--- src/rtl/sru_seq_ctrl.sv ---
// rtl/sru_seq_ctrl.sv - phase sequencer for the softmax result unit
//
// Converts one start pulse into the ordered SRU strobe sequence:
//   REC   : soft_rec for NUM_PASS passes of REC_CYCLES, total_counter = pass
//   FAC   : one idle gap cycle, then find_fac for FAC_CYCLES cycles
//   DWAIT : strobes low until deno_ready
//   RES   : soft_fac for RES_CYCLES+1 cycles (prime cycle, then res_valid beats)
//   DONE  : one-cycle done pulse
//
// Ports:
//   clk, reset          clock, asynchronous active-high reset
//   start               run request, honoured only in IDLE
//   abort               synchronous cancel, wins over every transition
//   deno_ready          denominator buffer filled (level)
//   soft_rec/find_fac/soft_fac   SRU phase strobes (mutually exclusive)
//   total_counter[7:0]  current capture pass, zero-extended
//   res_valid           SRU result beat valid
//   busy                high whenever the FSM is not IDLE
//   done                one-cycle completion pulse
//
// Optional build macro SRU_SEQ_CTRL_PERF_EN adds:
//   perf_cycles[31:0]   cycles of the last/current run, start..done inclusive
//   perf_stall[31:0]    cycles spent waiting for deno_ready
module sru_seq_ctrl #(
  parameter int REC_CYCLES = 64,
  parameter int NUM_PASS   = 4,
  parameter int FAC_CYCLES = 69,
  parameter int RES_CYCLES = 256
) (
  input  logic       clk,
  input  logic       reset,
  input  logic       start,
  input  logic       abort,
  input  logic       deno_ready,
  output logic       soft_rec,
  output logic       find_fac,
  output logic       soft_fac,
  output logic [7:0] total_counter,
  output logic       res_valid,
  output logic       busy,
  output logic       done
`ifdef SRU_SEQ_CTRL_PERF_EN
  ,
  output logic [31:0] perf_cycles,
  output logic [31:0] perf_stall
`endif
);

  // FAC's counter also spans the leading gap cycle, so it needs FAC_CYCLES+1 values.
  localparam int CNT_N_A = (REC_CYCLES > FAC_CYCLES + 1) ? REC_CYCLES : FAC_CYCLES + 1;
  localparam int CNT_N   = (CNT_N_A > RES_CYCLES + 1) ? CNT_N_A : RES_CYCLES + 1;
  localparam int CNT_W   = $clog2(CNT_N);
  localparam int PASS_W  = (NUM_PASS > 1) ? $clog2(NUM_PASS) : 1;

  localparam logic [CNT_W-1:0]  REC_LAST  = CNT_W'(REC_CYCLES - 1);
  localparam logic [CNT_W-1:0]  FAC_LAST  = CNT_W'(FAC_CYCLES);
  localparam logic [CNT_W-1:0]  RES_LAST  = CNT_W'(RES_CYCLES);
  localparam logic [PASS_W-1:0] PASS_LAST = PASS_W'(NUM_PASS - 1);

  typedef enum logic [2:0] {
    S_IDLE,
    S_REC,
    S_FAC,
    S_DWAIT,
    S_RES,
    S_DONE
  } state_t;

  state_t             state;
  logic [CNT_W-1:0]   cnt;
  logic [PASS_W-1:0]  pass;

  assign busy = (state != S_IDLE);

  // Outputs are registered alongside the state: each transition loads the
  // strobe values that belong to the cycle being entered.
  always_ff @(posedge clk or posedge reset) begin
    if (reset) begin
      state         <= S_IDLE;
      cnt           <= '0;
      pass          <= '0;
      soft_rec      <= 1'b0;
      find_fac      <= 1'b0;
      soft_fac      <= 1'b0;
      res_valid     <= 1'b0;
      done          <= 1'b0;
      total_counter <= '0;
    end else if (abort && state != S_IDLE) begin
      state         <= S_IDLE;
      cnt           <= '0;
      pass          <= '0;
      soft_rec      <= 1'b0;
      find_fac      <= 1'b0;
      soft_fac      <= 1'b0;
      res_valid     <= 1'b0;
      done          <= 1'b0;
      total_counter <= '0;
    end else begin
      case (state)
        S_IDLE: begin
          if (start && !abort) begin
            state         <= S_REC;
            cnt           <= '0;
            pass          <= '0;
            soft_rec      <= 1'b1;
            total_counter <= '0;
          end
        end

        S_REC: begin
          if (cnt == REC_LAST) begin
            cnt <= '0;
            if (pass == PASS_LAST) begin
              // First FAC cycle is the gap: both soft_rec and find_fac low.
              state    <= S_FAC;
              soft_rec <= 1'b0;
            end else begin
              pass          <= pass + 1'b1;
              total_counter <= 8'(pass) + 8'd1;
            end
          end else begin
            cnt <= cnt + 1'b1;
          end
        end

        S_FAC: begin
          if (cnt == FAC_LAST) begin
            state    <= S_DWAIT;
            find_fac <= 1'b0;
            cnt      <= '0;
          end else begin
            cnt      <= cnt + 1'b1;
            find_fac <= 1'b1;
          end
        end

        S_DWAIT: begin
          if (deno_ready) begin
            state    <= S_RES;
            soft_fac <= 1'b1;
            cnt      <= '0;
          end
        end

        S_RES: begin
          // cnt==0 is the prime cycle; res_valid follows on cnt 1..RES_CYCLES.
          if (cnt == RES_LAST) begin
            state     <= S_DONE;
            soft_fac  <= 1'b0;
            res_valid <= 1'b0;
            done      <= 1'b1;
            cnt       <= '0;
          end else begin
            cnt       <= cnt + 1'b1;
            res_valid <= 1'b1;
          end
        end

        S_DONE: begin
          state         <= S_IDLE;
          done          <= 1'b0;
          pass          <= '0;
          total_counter <= '0;
        end

        default: state <= S_IDLE;
      endcase
    end
  end

`ifdef SRU_SEQ_CTRL_PERF_EN
  // The accepting cycle counts as the first cycle of the run, so after done
  // perf_cycles equals the start->done latency.
  always_ff @(posedge clk or posedge reset) begin
    if (reset) begin
      perf_cycles <= '0;
      perf_stall  <= '0;
    end else if (state == S_IDLE) begin
      if (start && !abort) begin
        perf_cycles <= 32'd1;
        perf_stall  <= '0;
      end
    end else if (!abort) begin
      perf_cycles <= perf_cycles + 32'd1;
      if (state == S_DWAIT) begin
        perf_stall <= perf_stall + 32'd1;
      end
    end
  end
`endif

  strobe_exclusive: assert property (@(posedge clk) disable iff (reset)
    $onehot0({soft_rec, find_fac, soft_fac}));

endmodule
--- config.mk ---
export PLATFORM = sky130hd
export DESIGN_NAME = sru_seq_ctrl
export DESIGN_NICKNAME = d
export VERILOG_FILES = /design/src/rtl/sru_seq_ctrl.sv
export SDC_FILE = /design/constraint.sdc
export NUM_CORES = 1
export LEC_CHECK = 0
export ABC_AREA = 1
export BUFFER_PORTS_ARGS = -buffer_cell sky130_fd_sc_hd__buf_2
export CAP_MARGIN = 20
export CORE_MARGIN = 3
export CORE_UTILIZATION = 55
export CTS_CLUSTER_SIZE = 14
export DETAILED_ROUTE_END_ITERATION = 16
export MAX_ROUTING_LAYER = met4
export PLACE_DENSITY = 0.8
export SYNTH_ARGS = -nofsm -noshare
export SYNTH_HDL_FRONTEND = slang
export SYNTH_SLANG_ARGS = --single-unit
--- constraint.sdc ---
create_clock -name clk -period 2.1 [get_ports clk]
set_clock_uncertainty 0.15 [all_clocks]
set_input_delay 0.21 -clock clk [delete_from_list [all_inputs] [get_ports clk]]
set_output_delay 0.21 -clock clk [all_outputs]
set_load 0.02 [all_outputs]
==> results.cfg <==
[finish]
layout-drive-gt1-share = 0.1992
num-nets-final = 246
diodes = 0
finish.instance_area_um2 = 1608
area_growth_syn_to_layout_pct = 8.714

[cts]
clock_latency_ns = 0.31
htreeDepth = 1
clk_pin_slew_ns = 0.11
cts_buffer_depth = 2
cts_root_buf = clkbuf_4
cts_sinks = 20
cts_buffers = 3
ctsResizeCount = 0
cts_tree = done

[global_route]
overflow = 0
antenna_found_initial = 0
grt_max_degree = 21
track_usage = 0.2252
grt_pass1_vias = 1248
grt_pass1_wl_um = 5733

[setup_path]
arrival_ns = 1.85
max_stage_delay_ns = 0.45
crit_chain = inv_1, ha_1, nand2_1, nor2_1, nand2_1, nand3_2, nand2_1, nor2_2, nand3_1, nand2_1
crit_top_cell = nand2_1
cp_max_fo = 6
end_kind = flip-flop
cp.depth = 10
reg2regPathDepth = 10
required_ns = 2.20
startpoint_type = flip-flop
crit_path_top_delay_cell = dfrtp_1
path_buf_inv = 1
path_class = flip-flop to flip-flop
path_delay_family = simple AND/OR/NAND/NOR gates

[yosys]
yosys_warnings = 0
synthMuxAreaShare = 0
ys_seq_area_frac = 0.3384
yosys.area_share.simple = 0.4196
synth_compound_area_frac = 0.08629
ys_seq_elements = 20
yosys.area_share.xor_xnor = 0.01184
synthesis.area_um2 = 1479
ys_types = 24
netlist_instances = 219
synth_top_family_by_area = simple AND/OR/NAND/NOR gates
synth_adder_area_share = 0.03384
syn_avg_cell_area_um2 = 6.753

[drt]
viasPerCell = 5.308
route.detailed.drc = 0
routed_wirelength_um = 3175
drtAntennaViolNets = 0
num_vias = 1412
avgRoutedWirePerCell_um = 11.94
drtIter0Drc = 55
first_pass_iters = 4

[power]
max-vdd-ir-drop_uv = 932.5
finalPower_mw = 1.732
power-per-cell-area_nw_per_um2 = 1077
power_leakage_nw = 0.8812

[sta]
finalSetupViolations = 0
rsz0062_at_grt = no
relSlewSlack = 0.5013
worst_slew_pin_slew_ns = 0.7472
hold_viol = 0
fin_crit_sh = 0.8329
post-route-min-period_ns = 1.749
setup-tns-final_ns = 0
fmax_mhz = 571.7
slew_violations = 0

[placement]
gp_congestion = 0.9258
place_hpwl_um = 2421
port_buffers = 13
placed_area_um2 = 1562

[die]
rows = 18
start_util = 0.5863
die-area_um2 = 3347
ios = 19
core_area_um2 = 2522
die_h_um = 57.86
die_w_um = 57.86

[outcome]
status = complete, no violations

[worst_hold_path]
hold-path-cell-count = 4
hp-class = input pin to flip-flop

[run]
drv_cap = 0
==> cells in the final DEF (no fill, tap or decap) <==
| master | count |
|---|---|
| ha_1 | 4 |
| xor2_1 | 2 |
| buf_4 | 1 |
| nor2_4 | 2 |
| a21oi_1 | 5 |
| inv_1 | 22 |
| dlygate4sd3_1 | 1 |
| clkbuf_8 | 1 |
| nand3_1 | 24 |
| nand2_1 | 72 |
| clkbuf_4 | 3 |
| o211ai_1 | 1 |
| nor2_1 | 16 |
| nand2_4 | 2 |
| o21ai_0 | 4 |
| nand4_1 | 3 |
| inv_2 | 9 |
| o21ai_1 | 6 |
| nand2_2 | 6 |
| dfrtp_1 | 20 |
| conb_1 | 5 |
| a21oi_2 | 2 |
| buf_2 | 13 |
| nand3_2 | 5 |
| a31oi_1 | 2 |
| o21bai_1 | 2 |
| nor2_2 | 3 |
==> logic make-up after synthesis <==
family          after synthesis
other cells                   1
flops                        20
compound gates               22
xor+xnor                      2
buf+inv                      37
simple gates                133
fa+ha+maj                     4
==> routing by layer <==
metal | share of wire | routed length, um | track usage | vias to the layer above
met5 | 0 | 0 | - | -
met3 | 0.037 | 119 | 0.03118 | 14
met1 | 0.52 | 1640 | 0.3314 | 635
met4 | 0.027 | 85 | 0.07947 | 0
li1 | - | - | - | 722
met2 | 0.42 | 1330 | 0.3161 | 41
==> layout make-up <==
class | count | area (um^2)
repair buffers | 15 | 82.58
fillers | 246 | 914.6
well taps | 30 | 37.54
clock buffers | 4 | 36.28
multi-input cells | 166 | 834.6
flip-flops and latches | 20 | 500.5
inverters | 31 | 116.4
==> final timing paths <==
check	startpoint	endpoint	slack, ns
min reg2reg	soft_fac	soft_fac	0.34
max reg2reg	cnt[0]	state[2]	0.35
min	abort	state[0]	0.12
max in group asynchronous	reset	cnt[6]	0.91
min in group asynchronous	reset	pass[0]	0.42
max	cnt[0]	state[2]	0.35
==> cell usage after synthesis <==
| library cell | number | area [um^2] |
|---|---|---|
| nor2_4 | 2 | 22.52 |
| o211ai_1 | 1 | 7.510 |
| o21ai_0 | 4 | 20.02 |
| nand3_1 | 24 | 120.1 |
| inv_2 | 9 | 33.78 |
| nor2_1 | 16 | 60.06 |
| conb_1 | 1 | 3.750 |
| nand2_2 | 6 | 37.54 |
| a31oi_1 | 2 | 12.51 |
| o21ai_1 | 6 | 30.03 |
| a21oi_2 | 2 | 17.52 |
| ha_1 | 4 | 50.05 |
| nand2_4 | 2 | 22.52 |
| buf_2 | 1 | 5.000 |
| dfrtp_1 | 20 | 500.5 |
| buf_4 | 5 | 37.54 |
| nand3_2 | 5 | 50.05 |
| nand4_1 | 3 | 18.77 |
| nor2_2 | 3 | 18.77 |
| xor2_1 | 2 | 17.52 |
| a21oi_1 | 5 | 25.02 |
| inv_1 | 22 | 82.58 |
| o21bai_1 | 2 | 15.01 |
| nand2_1 | 72 | 270.3 |
==> worst min-delay path, delay by kind of cell <==
family	cells	cell delay [ns]
AO/OA/AOI/OAI	1	0.08
buffers and inverters	1	0.14
AND/OR/NAND/NOR	2	0.12
==> flip-flops by register name, indices dropped and copies added, names as in the netlist <==
name	flops
state	3
pass	1
total_counter	2
soft_fac	1
soft_rec	1
cnt	9
find_fac	1
res_valid	1
done	1
==> stage by stage <==
| step | hold slack, ns | instances | setup WS, ns | utilization |
|---|---|---|---|---|
| 4_1_cts | 0.1267 | 266 | 0.3804 | 0.6374 |
| 6_report | 0.1225 | 266 | 0.3510 | 0.6374 |
| 3_3_place_gp | 0.2389 | 261 | 0.4218 | 0.6190 |
| 3_5_place_dp | 0.2330 | 261 | 0.4161 | 0.6190 |
| 5_1_grt | 0.1563 | 266 | 0.1772 | 0.6374 |
| 2_1_floorplan | 0.02383 | 223 | 0.5589 | - |
==> power by group <==
part           switching (mW)  leakage, nW  internal (mW)
clock                   0.124       0.0210          0.106
sequential             0.0769        0.267          0.473
combinational           0.650        0.593          0.302
==> repair_timing <==
action	CTS	global route
setup endpoints to repair	0	0
endpoints found under the hold margin	20	0
hold buffers	1	0
buffers inserted	0	0
No activity file was read; power rests on OpenSTA's default activity.
